===== config.mk =====
export PLATFORM = sky130hd
export DESIGN_NAME = ahp_master
export DESIGN_NICKNAME = d
export VERILOG_FILES = /design/src/rtl/ahp_master.sv
export SDC_FILE = /design/constraint.sdc
export NUM_CORES = 1
export LEC_CHECK = 0
export BUFFER_PORTS_ARGS = -buffer_cell sky130_fd_sc_hd__buf_4
export CAP_MARGIN = 5
export CELL_PAD_IN_SITES_DETAIL_PLACEMENT = 0
export CELL_PAD_IN_SITES_GLOBAL_PLACEMENT = 1
export CORE_MARGIN = 1.5
export CORE_UTILIZATION = 30
export CTS_BUF_LIST = sky130_fd_sc_hd__clkbuf_16
export DETAILED_ROUTE_END_ITERATION = 8
export HOLD_SLACK_MARGIN = 0.15
export PLACE_DENSITY_LB_ADDON = 0.1
export REMOVE_ABC_BUFFERS = 1
export SKIP_LAST_GASP = 1
export SLEW_MARGIN = 20
export SYNTH_ARGS = -nofsm -noshare
export SYNTH_HDL_FRONTEND = slang
export SYNTH_SLANG_ARGS = --single-unit

===== constraint.sdc =====
create_clock -name HCLK -period 2.5 [get_ports HCLK]
set_input_delay 0.5 -clock HCLK [delete_from_list [all_inputs] [get_ports HCLK]]
set_output_delay 0.5 -clock HCLK [all_outputs]
set_load 0.05 [all_outputs]

===== src/rtl/ahp_master.sv =====
// rtl/ahp_master.sv - AHB-Lite burst master: one local command becomes a SINGLE/INCR burst
// Address and data phases are pipelined; address/control only advance on HREADY.
module ahp_master #(
    parameter int MAX_BEATS = 16
) (
    input  logic        HCLK,
    input  logic        HRESETn,
    input  logic        cmd_valid,
    output logic        cmd_ready,
    input  logic        cmd_write,
    input  logic [31:0] cmd_addr,
    input  logic [1:0]  cmd_size,
    input  logic [4:0]  cmd_len,
    input  logic        wdata_valid,
    output logic        wdata_ready,
    input  logic [31:0] wdata,
    output logic        rdata_valid,
    output logic [31:0] rdata,
    output logic        done,
    output logic [1:0]  HTRANS,
    output logic [31:0] HADDR,
    output logic        HWRITE,
    output logic [1:0]  HSIZE,
    output logic [2:0]  HBURST,
    output logic [31:0] HWDATA,
    input  logic        HREADY,
    input  logic [31:0] HRDATA
);

    localparam logic [1:0] TR_IDLE   = 2'b00;
    localparam logic [1:0] TR_BUSY   = 2'b01;
    localparam logic [1:0] TR_NONSEQ = 2'b10;
    localparam logic [1:0] TR_SEQ    = 2'b11;

    localparam logic [2:0] BURST_SINGLE = 3'b000;
    localparam logic [2:0] BURST_INCR   = 3'b001;
    localparam logic [2:0] BURST_INCR4  = 3'b011;
    localparam logic [2:0] BURST_INCR8  = 3'b101;
    localparam logic [2:0] BURST_INCR16 = 3'b111;

    typedef enum logic [1:0] {
        S_IDLE,
        S_ADDR,
        S_WAIT,
        S_LAST
    } state_t;

    state_t      state;
    logic [4:0]  beats_left;
    logic        buf_full;
    logic [31:0] buf_data;
    logic        dp_active;
    logic        dp_write;

    logic [4:0]  len_eff;
    logic [1:0]  size_eff;
    logic [2:0]  burst_sel;
    logic        addr_acc;
    logic        buf_pop;
    logic        buf_push;
    logic        buf_next_full;
    logic [31:0] next_addr;
    logic        crosses;

    always_comb begin
        len_eff = cmd_len;
        if (cmd_len == 5'd0) begin
            len_eff = 5'd1;
        end else if (cmd_len > 5'(MAX_BEATS)) begin
            len_eff = 5'(MAX_BEATS);
        end
        size_eff = (cmd_size == 2'd3) ? 2'd2 : cmd_size;
        case (len_eff)
            5'd1:    burst_sel = BURST_SINGLE;
            5'd4:    burst_sel = BURST_INCR4;
            5'd8:    burst_sel = BURST_INCR8;
            5'd16:   burst_sel = BURST_INCR16;
            default: burst_sel = BURST_INCR;
        endcase
    end

    // A write beat's data leaves the buffer as its address is accepted, so the
    // next word may enter in that same cycle and keep SEQ beats back to back.
    assign addr_acc      = HREADY && HTRANS[1];
    assign buf_pop       = addr_acc && HWRITE;
    assign wdata_ready   = !buf_full || buf_pop;
    assign buf_push      = wdata_valid && wdata_ready;
    assign buf_next_full = buf_push || (buf_full && !buf_pop);
    assign next_addr     = HADDR + (32'd1 << HSIZE);
    assign crosses       = next_addr[31:10] != HADDR[31:10];
    assign cmd_ready     = (state == S_IDLE);

    always_ff @(posedge HCLK or negedge HRESETn) begin
        if (!HRESETn) begin
            state       <= S_IDLE;
            HTRANS      <= TR_IDLE;
            HADDR       <= 32'd0;
            HWRITE      <= 1'b0;
            HSIZE       <= 2'd0;
            HBURST      <= BURST_SINGLE;
            HWDATA      <= 32'd0;
            rdata       <= 32'd0;
            rdata_valid <= 1'b0;
            done        <= 1'b0;
            beats_left  <= 5'd0;
            buf_full    <= 1'b0;
            buf_data    <= 32'd0;
            dp_active   <= 1'b0;
            dp_write    <= 1'b0;
        end else begin
            rdata_valid <= 1'b0;
            done        <= 1'b0;
            buf_full    <= buf_next_full;
            if (buf_push) begin
                buf_data <= wdata;
            end

            if (HREADY) begin
                if (dp_active && !dp_write) begin
                    rdata       <= HRDATA;
                    rdata_valid <= 1'b1;
                end
                dp_active <= HTRANS[1];
                dp_write  <= HWRITE;
                if (buf_pop) begin
                    HWDATA <= buf_data;
                end
            end

            case (state)
                S_IDLE: begin
                    if (cmd_valid) begin
                        state      <= S_ADDR;
                        HADDR      <= cmd_addr;
                        HWRITE     <= cmd_write;
                        HSIZE      <= size_eff;
                        HBURST     <= burst_sel;
                        beats_left <= len_eff;
                        HTRANS     <= (!cmd_write || buf_next_full) ? TR_NONSEQ : TR_IDLE;
                    end
                end
                S_ADDR: begin
                    if (HREADY) begin
                        if (HTRANS[1]) begin
                            beats_left <= beats_left - 5'd1;
                            HADDR      <= next_addr;
                            if (beats_left == 5'd1) begin
                                state  <= S_LAST;
                                HTRANS <= TR_IDLE;
                            end else if (crosses) begin
                                // A new 1KB page starts a fresh burst, so its first
                                // beat waits in IDLE rather than BUSY if data is late.
                                HBURST <= BURST_INCR;
                                HTRANS <= (!HWRITE || buf_next_full) ? TR_NONSEQ : TR_IDLE;
                            end else if (HWRITE && !buf_next_full) begin
                                state  <= S_WAIT;
                                HTRANS <= TR_BUSY;
                            end else begin
                                HTRANS <= TR_SEQ;
                            end
                        end else if (!HWRITE || buf_next_full) begin
                            HTRANS <= TR_NONSEQ;
                        end
                    end
                end
                S_WAIT: begin
                    if (HREADY && buf_next_full) begin
                        state  <= S_ADDR;
                        HTRANS <= TR_SEQ;
                    end
                end
                S_LAST: begin
                    if (HREADY) begin
                        done  <= 1'b1;
                        state <= S_IDLE;
                    end
                end
                default: state <= S_IDLE;
            endcase
        end
    end

endmodule


==> results.sh <==
export IMPL_antenna_cells=0
export IMPL_grt_pass1_vias=6258
export IMPL_synthCells=678
export IMPL_async_flop_share_pct=100
export IMPL_num_vias=6048
export IMPL_synthXorXnorAreaFrac_pct=0.248
export IMPL_internal_power_w=0.00820
export IMPL_hold_depth=3
export IMPL_ys_seq_elements=148
export IMPL_worstHoldPathType="in -> reg"
export IMPL_switchingPower_w=0.00770
export IMPL_cp_required_ns=2.84
export IMPL_peakVddDrop_v=0.000588
export IMPL_cts_buffers=17
export IMPL_start_util_pct=30.9
export IMPL_routedWlPerCell_microns=17.0
export IMPL_finish_instance_area_sq_mm=0.00986
export IMPL_slew_violations=0
export IMPL_seq_area_frac_synth_pct=52.5
export IMPL_startpoint_type="flop"
export IMPL_seqCellArea_sq_mm=0.00370
export IMPL_setup_tns_final_ns=0
export IMPL_synth_top_area_share_pct=52.5
export IMPL_die_h_microns=156
export IMPL_num_rows=55
export IMPL_pre_cts_slack_ns=0.0493
export IMPL_holdWs_ns=0.268
export IMPL_synthAdderAreaFrac_pct=2.23
export IMPL_synth_top_family_by_area="simple AND/OR/NAND/NOR gates"
export IMPL_timing_rr_end="HADDR[18]$_DFFE_PN0P_"
export IMPL_layout_commonest_cell="buf_4"
export IMPL_min_from="HRDATA[20]"
export IMPL_relSlewSlack_pct=63.9
export IMPL_clockPowerShare_pct=16.8
export IMPL_dieArea_sq_mm=0.0245
export IMPL_ys_warn_count=0
export IMPL_finalHoldViolations=0
export IMPL_cts_tree="yes"
export IMPL_synth_top_area_cell="dfrtp_1"
export IMPL_area_growth_pct=39.7
export IMPL_place_gp_congestion=0.807
export IMPL_drive_gt1_share_pct=39.6
export IMPL_io_pins=217
export IMPL_synth_cell_types=66
export IMPL_multi_input_area_sq_mm=0.00316
export IMPL_grt_pass1_wl_mm=33.4
export IMPL_dpl_cell_area_sq_mm=0.00922
export IMPL_clock_latency_ns=0.42
export IMPL_grt_max_degree=57
export IMPL_critPathKind="reg -> reg"
export IMPL_avgSynthCellArea_sq_um=10.4
export IMPL_synthMuxAreaShare_pct=13.0
export IMPL_grt_overflow_total=0
export IMPL_min_to="rdata[20]$_DFFE_PN0P_"
export IMPL_leakagePower_nw=4.68
export IMPL_fin_crit_sh_pct=95.4
export IMPL_portBuffers=216
export IMPL_combPwrFrac_pct=54.7
export IMPL_drt_iter0_drc=267
export IMPL_fmax_ghz=0.419
export IMPL_netlist_top_cells_area="dfrtp_1, mux2_2, nand2_1"
export IMPL_switching_share_pct=48.4
export IMPL_maxCapViolCount=0
export IMPL_synth_simple_gate_area_share_pct=16.6
export IMPL_fin_crit_ns=2.38
export IMPL_end_kind="flop"
export IMPL_cts_root_buf="clkbuf_16"
export IMPL_grt_usage_pct=17.4
export IMPL_cts_setup_buffers=0
export IMPL_dp_final_hpwl_mm=15.2
export IMPL_seq_power_share_pct=28.5
export IMPL_powerDensity_mw_per_mm2=1610
export IMPL_wl_mm=20.9
export IMPL_fillers=2243
export IMPL_core_area_sq_mm=0.0228
export IMPL_via_per_inst=4.91
export IMPL_cts_max_path_buffers=2
export IMPL_finClkSkew_ns=0.00988
export IMPL_reg2reg_slack_ns=0.12
export IMPL_reg2reg_from="HSIZE[0]$_DFFE_PN0P_"
export IMPL_path_clk_slew_ns=0.07
export IMPL_die_w_microns=156
export IMPL_finalSetupViolCount=0
export IMPL_synth_enable_flop_cells=0
export IMPL_synth_compound_area_share_pct=12.2
export IMPL_h_tree_depth=4
export IMPL_final_cell_mix="buf_4, dfrtp_1, nand2_1"
export IMPL_netlist_area_sq_mm=0.00706
export IMPL_r2r_cells=9
export IMPL_worst_pin_slew_ns=0.540
export IMPL_cts_sinks=148
export IMPL_ys_flop_type="dfrtp_1"
export IMPL_rsz0062_at_grt="true"
export IMPL_setup_ws_ns=0.116
export IMPL_drt_pass1_iterations=4
export IMPL_final_nets=1028
export IMPL_critical_path_peak_fanout=7
export IMPL_total_power_w=0.0159
export IMPL_status="finished clean"
export IMPL_antenna_found_initial=0
export IMPL_drcViolationCount=0
export IMPL_ant_nets=0
export IMPL_arrival_ns=2.72
## synth_stat cells (3+ instances only)
| library cell | count |
|---|---|
| a211oi_1 | 3 |
| a21o_1 | 3 |
| a21oi_1 | 33 |
| a311oi_1 | 4 |
| a31oi_1 | 7 |
| and2_1 | 6 |
| and3_1 | 7 |
| and4_1 | 3 |
| buf_2 | 13 |
| clkbuf_1 | 23 |
| dfrtp_1 | 148 |
| ha_1 | 11 |
| inv_1 | 16 |
| mux2_2 | 69 |
| mux2i_1 | 14 |
| nand2_1 | 128 |
| nand2b_1 | 7 |
| nand3_1 | 15 |
| nand4_1 | 10 |
| nor2_1 | 28 |
| nor2b_1 | 7 |
| nor3_1 | 18 |
| nor4_1 | 3 |
| o211ai_1 | 8 |
| o21a_1 | 3 |
| o21ai_0 | 24 |
| o22ai_1 | 15 |
| o31ai_1 | 3 |
| or3_1 | 3 |
## worst max-delay path, stage by stage (launching register included)
cell and delay, ns:
dfrtp_2 0.44, nor2_1 0.13, ha_2 0.22, inv_1 0.07, fa_1 0.40, nor2b_1 0.13
o21a_2 0.21, o21ai_2 0.13, o41a_1 0.44, a21oi_1 0.14
## worst max path at each step
stage | from | to | slack, ns | depth (start not counted)
after floorplan | HTRANS[1]$_DFFE_PN0P_ | buf_data[0]$_DFFE_PN0P_ | -1.32 | 4
after global placement | HSIZE[1]$_DFFE_PN0P_ | state[0]$_DFFE_PN0P_ | 0.14 | 9
after detailed placement | HSIZE[0]$_DFFE_PN0P_ | HADDR[18]$_DFFE_PN0P_ | 0.05 | 9
after CTS | HSIZE[0]$_DFFE_PN0P_ | HADDR[18]$_DFFE_PN0P_ | 0.02 | 9
after global routing | HSIZE[0]$_DFFE_PN0P_ | HADDR[18]$_DFFE_PN0P_ | -0.002 | 9
final | HSIZE[0]$_DFFE_PN0P_ | HADDR[18]$_DFFE_PN0P_ | 0.12 | 9
## sequential cells by signal, summed over array words and instances (netlist names), 2 cells and up
register    count
HADDR          32
HBURST          3
HSIZE           2
HTRANS          2
HWDATA         32
beats_left      5
buf_data       32
rdata          32
state           2
## cells by family (layout without fill, tap and decap cells)
logic type	count (synthesis)	after routing
compound gates	130	130
xor+xnor	2	2
fa+ha+maj	12	12
buf+inv	56	298
flops	148	148
mux	83	83
simple gates	247	247
## metal layers
layer	wire, microns	vias to the layer above	track usage [%]
met5	0	-	0
met4	217	0	4.54
met3	1640	14	5.51
met2	10100	198	28.3
met1	9020	2953	22.4
li1	-	2883	-
## repair_timing
action	in CTS	in global routing
hold endpoints to repair	44	0
hold buffers	1	0
resized for setup	0	5
endpoints found under the setup margin	0	11
## final cells by class
cell class / instances / area share, %
Sequential cell: 148 / 37.6
Timing Repair Buffer: 249 / 19.5
Multi-Input combinational cell: 474 / 32.0
Clock buffer: 17 / 4.32
Inverter: 17 / 0.647
Tap cell: 313 / 3.97
Clock inverter: 15 / 1.92
## per-stage QoR
stage	instances	utilization (%)
after floorplan	639	-
after global placement	1200	40.4
after CTS	1233	43.1
after detailed placement	1200	40.4
final	1233	43.1
after global routing	1233	43.1
## power by group through the flow
stage	clock network [W]	logic, W	registers [W]
floorplan	0	0.00304	0.00721
global placement	0	0.00863	0.00451
detailed placement	0	0.00874	0.00455
CTS	0.00275	0.00875	0.00453
global route	0.00287	0.00930	0.00471
finish	0.00267	0.00870	0.00452
Power figures use the tool's default switching activity.
